[config.mk]
export PLATFORM = sky130hd
export DESIGN_NAME = vga_timing_compositor
export DESIGN_NICKNAME = d
export VERILOG_FILES = /design/src/rtl/vga_timing_compositor.sv
export SDC_FILE = /design/constraint.sdc
export NUM_CORES = 1
export LEC_CHECK = 0
export BUFFER_PORTS_ARGS = -buffer_cell sky130_fd_sc_hd__buf_2
export CAP_MARGIN = 10
export CORE_MARGIN = 2
export CORE_UTILIZATION = 51
export DETAILED_ROUTE_END_ITERATION = 10
export PLACE_DENSITY_LB_ADDON = 0.25
export RECOVER_POWER = 100
export SLEW_MARGIN = 20
export SYNTH_ARGS = -nofsm -noshare
export SYNTH_HDL_FRONTEND = slang
export SYNTH_SLANG_ARGS = --single-unit
[constraint.sdc]
create_clock -name clk -period 2.2 [get_ports clk]
set_input_delay 0.11 -clock clk [delete_from_list [all_inputs] [get_ports clk]]
set_output_delay 0.11 -clock clk [all_outputs]
set_load 0.005 [all_outputs]
[src/rtl/vga_timing_compositor.sv]
// vga_timing_compositor: 640x480 VGA raster timing with overlay/background compositing.
//   clk, rst_n (async active-low), pix_en (pixel strobe)
//   overlay_rgb/bg_rgb  : 6-bit {R1R0,G1G0,B1B0} overlay and background colours
//   x, y, active        : combinational raster position fed to overlay generators
//   rgb_out, hsync, vsync, frame_start : registered, mutually aligned outputs
//   frame_count         : completed-frame counter, wraps at 256
module vga_timing_compositor #(
    parameter int H_ACTIVE = 640,
    parameter int H_FRONT = 16,
    parameter int H_SYNC = 96,
    parameter int H_BACK = 48,
    parameter int V_ACTIVE = 480,
    parameter int V_FRONT = 10,
    parameter int V_SYNC = 2,
    parameter int V_BACK = 33,
    parameter logic [5:0] KEY_COLOR = 6'b100001
) (
    input  logic       clk,
    input  logic       rst_n,
    input  logic       pix_en,
    input  logic [5:0] overlay_rgb,
    input  logic [5:0] bg_rgb,
    output logic [9:0] x,
    output logic [9:0] y,
    output logic       active,
    output logic [5:0] rgb_out,
    output logic       hsync,
    output logic       vsync,
    output logic       frame_start,
    output logic [7:0] frame_count
);
    localparam int H_TOTAL = H_ACTIVE + H_FRONT + H_SYNC + H_BACK;
    localparam int V_TOTAL = V_ACTIVE + V_FRONT + V_SYNC + V_BACK;
    logic [9:0] h_q, h_d, v_q, v_d;
    logic [7:0] fc_q, fc_d;
    logic [5:0] rgb_q, rgb_d;
    logic       hs_q, hs_d, vs_q, vs_d, fs_q, fs_d;
    logic       h_wrap, v_wrap;
    always_comb begin
        h_wrap = h_q == 10'(H_TOTAL - 1);
        v_wrap = v_q == 10'(V_TOTAL - 1);
        h_d    = h_wrap ? 10'd0 : h_q + 10'd1;
        v_d    = !h_wrap ? v_q : v_wrap ? 10'd0 : v_q + 10'd1;
        fc_d   = (h_wrap && v_wrap) ? fc_q + 8'd1 : fc_q;
        active = (h_q < 10'(H_ACTIVE)) && (v_q < 10'(V_ACTIVE));
        // Blanking always forces black, even when the overlay presents the key colour.
        rgb_d  = !active ? 6'd0 : (overlay_rgb == KEY_COLOR) ? bg_rgb : overlay_rgb;
        hs_d   = !((h_q >= 10'(H_ACTIVE + H_FRONT)) && (h_q <= 10'(H_ACTIVE + H_FRONT + H_SYNC - 1)));
        vs_d   = !((v_q >= 10'(V_ACTIVE + V_FRONT)) && (v_q <= 10'(V_ACTIVE + V_FRONT + V_SYNC - 1)));
        fs_d   = (h_q == 10'd0) && (v_q == 10'd0);
    end
    always_ff @(posedge clk or negedge rst_n) begin
        if (!rst_n) begin
            h_q   <= '0;
            v_q   <= '0;
            fc_q  <= '0;
            rgb_q <= '0;
            hs_q  <= 1'b1;
            vs_q  <= 1'b1;
            fs_q  <= 1'b0;
        end else if (pix_en) begin
            h_q   <= h_d;
            v_q   <= v_d;
            fc_q  <= fc_d;
            rgb_q <= rgb_d;
            hs_q  <= hs_d;
            vs_q  <= vs_d;
            fs_q  <= fs_d;
        end
    end
    assign x           = h_q;
    assign y           = v_q;
    assign rgb_out     = rgb_q;
    assign hsync       = hs_q;
    assign vsync       = vs_q;
    assign frame_start = fs_q;
    assign frame_count = fc_q;
endmodule
==> impl_metrics.yaml <==
logic_synthesis:
  netlist.area_leader.share_pct: 46.4
  ys_async_sr_fraction_pct: 100
  syn_avg_cell_area_um2: 9.92
  synth_cell_types: 37
  ys.flop_type: "dfrtp_1"
  syn_inst: 190
  synth_area_leader_cell: "dfrtp_1"
  synth_edf_count: 0
  synth_seq_cells: 37
  synth_nets: 210
  synth_area_um2: 1890
  yosys-top-cells-area: "dfrtp_1 46%, xor2_1 4.6%, nand3_1 3.7%"
  synth_warnings: 0
  seq_area_frac_synth_pct: 49.2
drt:
  drcViolationCount: 0
  ant_nets: 0
  wl_um: 4160
  viasPerCell: 5.38
  vias: 1624
  drtIter0Drc: 62
  avgRoutedWirePerCell_um: 13.8
  first_pass_iters: 4
cells_and_area:
  regArea_um2: 928
  final_common_cell: "buf_2"
  post-route-util_pct: 64.3
  layout_common_cells: "42 x buf_2, 35 x dfrtp_1, 17 x clkbuf_1"
  nets: 273
  drive_above_1_share_pct: 22.8
  fill_cells: 326
  area_growth_pct: 22.9
  n_antenna_cell: 0
  multiInputGateArea_um2: 851
clock_network:
  cts_tree: "built"
  cts-root-buf: "clkbuf_8"
  h-tree-depth: 2
  insertion_delay_ps: 290
  postCtsResizedCells: 0
  cts.sink_count: 37
  post_cts_buffers: 0
  cts_hold_buf: 1
  path_clk_slew_ps: 70
  numCtsBuffers: 5
  cts_buffer_depth: 2
sta:
  final_max_slew_viol_count: 0
  period_minus_slack_ps: 1950
  fin_tns_setup_ps: 0
  hold_viol: 0
  whs_ps: 89.8
  rsz0062_at_grt: "no"
  finClkSkew_ps: 5.34
  setup_viol: 0
  max_freq_mhz: 513
  worst_pin_slew_ps: 904
  max-slew-margin-rel_pct: 39.7
  fin_crit_sh_pct: 88.6
floorplan:
  dieArea_um2: 4200
  placementRows: 22
  die_h_um: 64.8
  ioPinCount: 53
  coreArea_um2: 3610
  start_util_pct: 52.3
  dieWidth_um: 64.8
power_and_ir_drop:
  netSwitchingPower_w: 0.000469
  p_comb_share_pct: 15.8
  ir_drop_mv: 0.284
  leakage_nw: 1.15
  switching_share_pct: 27.7
  clockPowerShare_pct: 36.2
  seq_power_share_pct: 48.0
  cellPowerDensity_nw_per_um2: 731
  p_int_w: 0.00122
grt:
  grt_first_pass_wirelength_um: 7490
  first_global_vias: 1616
  grt_use_total_pct: 23.3
  grt_overflow: 0
  antenna_found_initial: 0
  grt_start_max_net_pins: 38
run_status:
  status: "finished clean"
worst_setup_path:
  slowest_delay_ps: 460
  end_kind: "register"
  cp.arrival_ps: 2130
  cp_max_fo: 13
  critPathLaunchType: "register"
  cp_cell_sequence: "or3_1, or3_4, nor2_1, mux2_2"
  cp.required_ps: 2380
  cp_slowest_cell: "or3_4"
  critical_path_class: "reg -> reg"
  r2r_cells: 4
flow_run:
  max_cap_viol_count: 0
worst_hold_path:
  hold_path_class: "in -> reg"
  worstHoldPathCells: 3
placement:
  port_buffers: 52
  dp_hpwl_um: 3030
  place_congestion: 0.805
[kinds of logic (layout without fill, tap and decap cells)]
family / count (synthesis) / after routing / synth area share, %
XOR/XNOR: 18 / 18 / 8.36
AND/OR/NAND/NOR: 74 / 74 / 22.9
multiplexers: 3 / 3 / 1.66
adder cells (fa/ha/maj): 5 / 5 / 3.32
AO/OA/AOI/OAI: 31 / 31 / 9.69
flip-flops: 37 / 37 / 49.2
buffers and inverters: 22 / 86 / 4.84
[power groups by stage]
stage / combinational (W) / clock [W] / sequential, W
final: 0.000268 / 0.000613 / 0.000812
after global routing: 0.000306 / 0.000664 / 0.000821
after CTS: 0.000288 / 0.000628 / 0.000811
after detailed placement: 0.000284 / 0 / 0.000824
after global placement: 0.000275 / 0 / 0.000819
after floorplan: 0.000153 / 0 / 0.000815
[registers in the layout (all words and copies together) (netlist names)]
signal and cells:
frame_count 8, frame_start 1, hsync 1, rgb_out 6, vsync 1, x 10, y 10
[Yosys cell counts (all sizes together) (2+ instances only)]
master	count
a21oi	7
and3	5
and4	2
buf	2
clkbuf	5
dfrtp	35
dfstp	2
ha	5
inv	15
mux2i	2
nand2	13
nand3	14
nand4	4
nor2	11
nor3	8
nor4	8
nor4b	2
o21ai	11
o22ai	7
or3	3
xnor2	8
xor2	10
[worst paths after layout]
| path | startpoint | to | slack [ps] |
|---|---|---|---|
| max in group asynchronous | rst_n | y[8] | 1160 |
| hold reg to reg | frame_count[7] | frame_count[7] | 470 |
| setup / recovery | x[6] | frame_count[1] | 250 |
| hold / removal | bg_rgb[1] | rgb_out[1] | 90 |
| min in group asynchronous | rst_n | x[2] | 470 |
| setup reg to reg | x[6] | frame_count[1] | 250 |
[metrics by stage]
stage / area (µm²) / cells / setup WS (ps) / power [W]
CTS: 2370 / 302 / 232 / 0.00173
global placement: 2250 / 293 / 272 / 0.00109
global route: 2320 / 302 / 104 / 0.00179
finish: 2320 / 302 / 250 / 0.00169
floorplan: 1890 / 190 / 249 / 0.000967
detailed placement: 2250 / 293 / 237 / 0.00111
[layer usage]
layer	GRT usage, %	vias to the layer above	wire, µm	part of all wire [%]
li1	-	802	-	-
met1	30.9	768	1950	47
met2	37.4	47	1900	46
met3	6.08	7	231	5.6
met4	7.18	0	74	1.8
met5	0	-	0	0
[critical path: cells and delay by family (launching register included)]
family	cells	cell delay [ps]
simple gates	3	1050
mux	1	350
flops	1	430
[final cells by class]
type / count / area share, %
Multi-Input combinational cell: 131 / 36.7
Sequential cell: 37 / 40.1
Tap cell: 48 / 2.59
Inverter: 15 / 2.43
Clock buffer: 7 / 3.73
Timing Repair Buffer: 63 / 13.2
Clock inverter: 1 / 1.30
(Power assumes the default switching activity.)
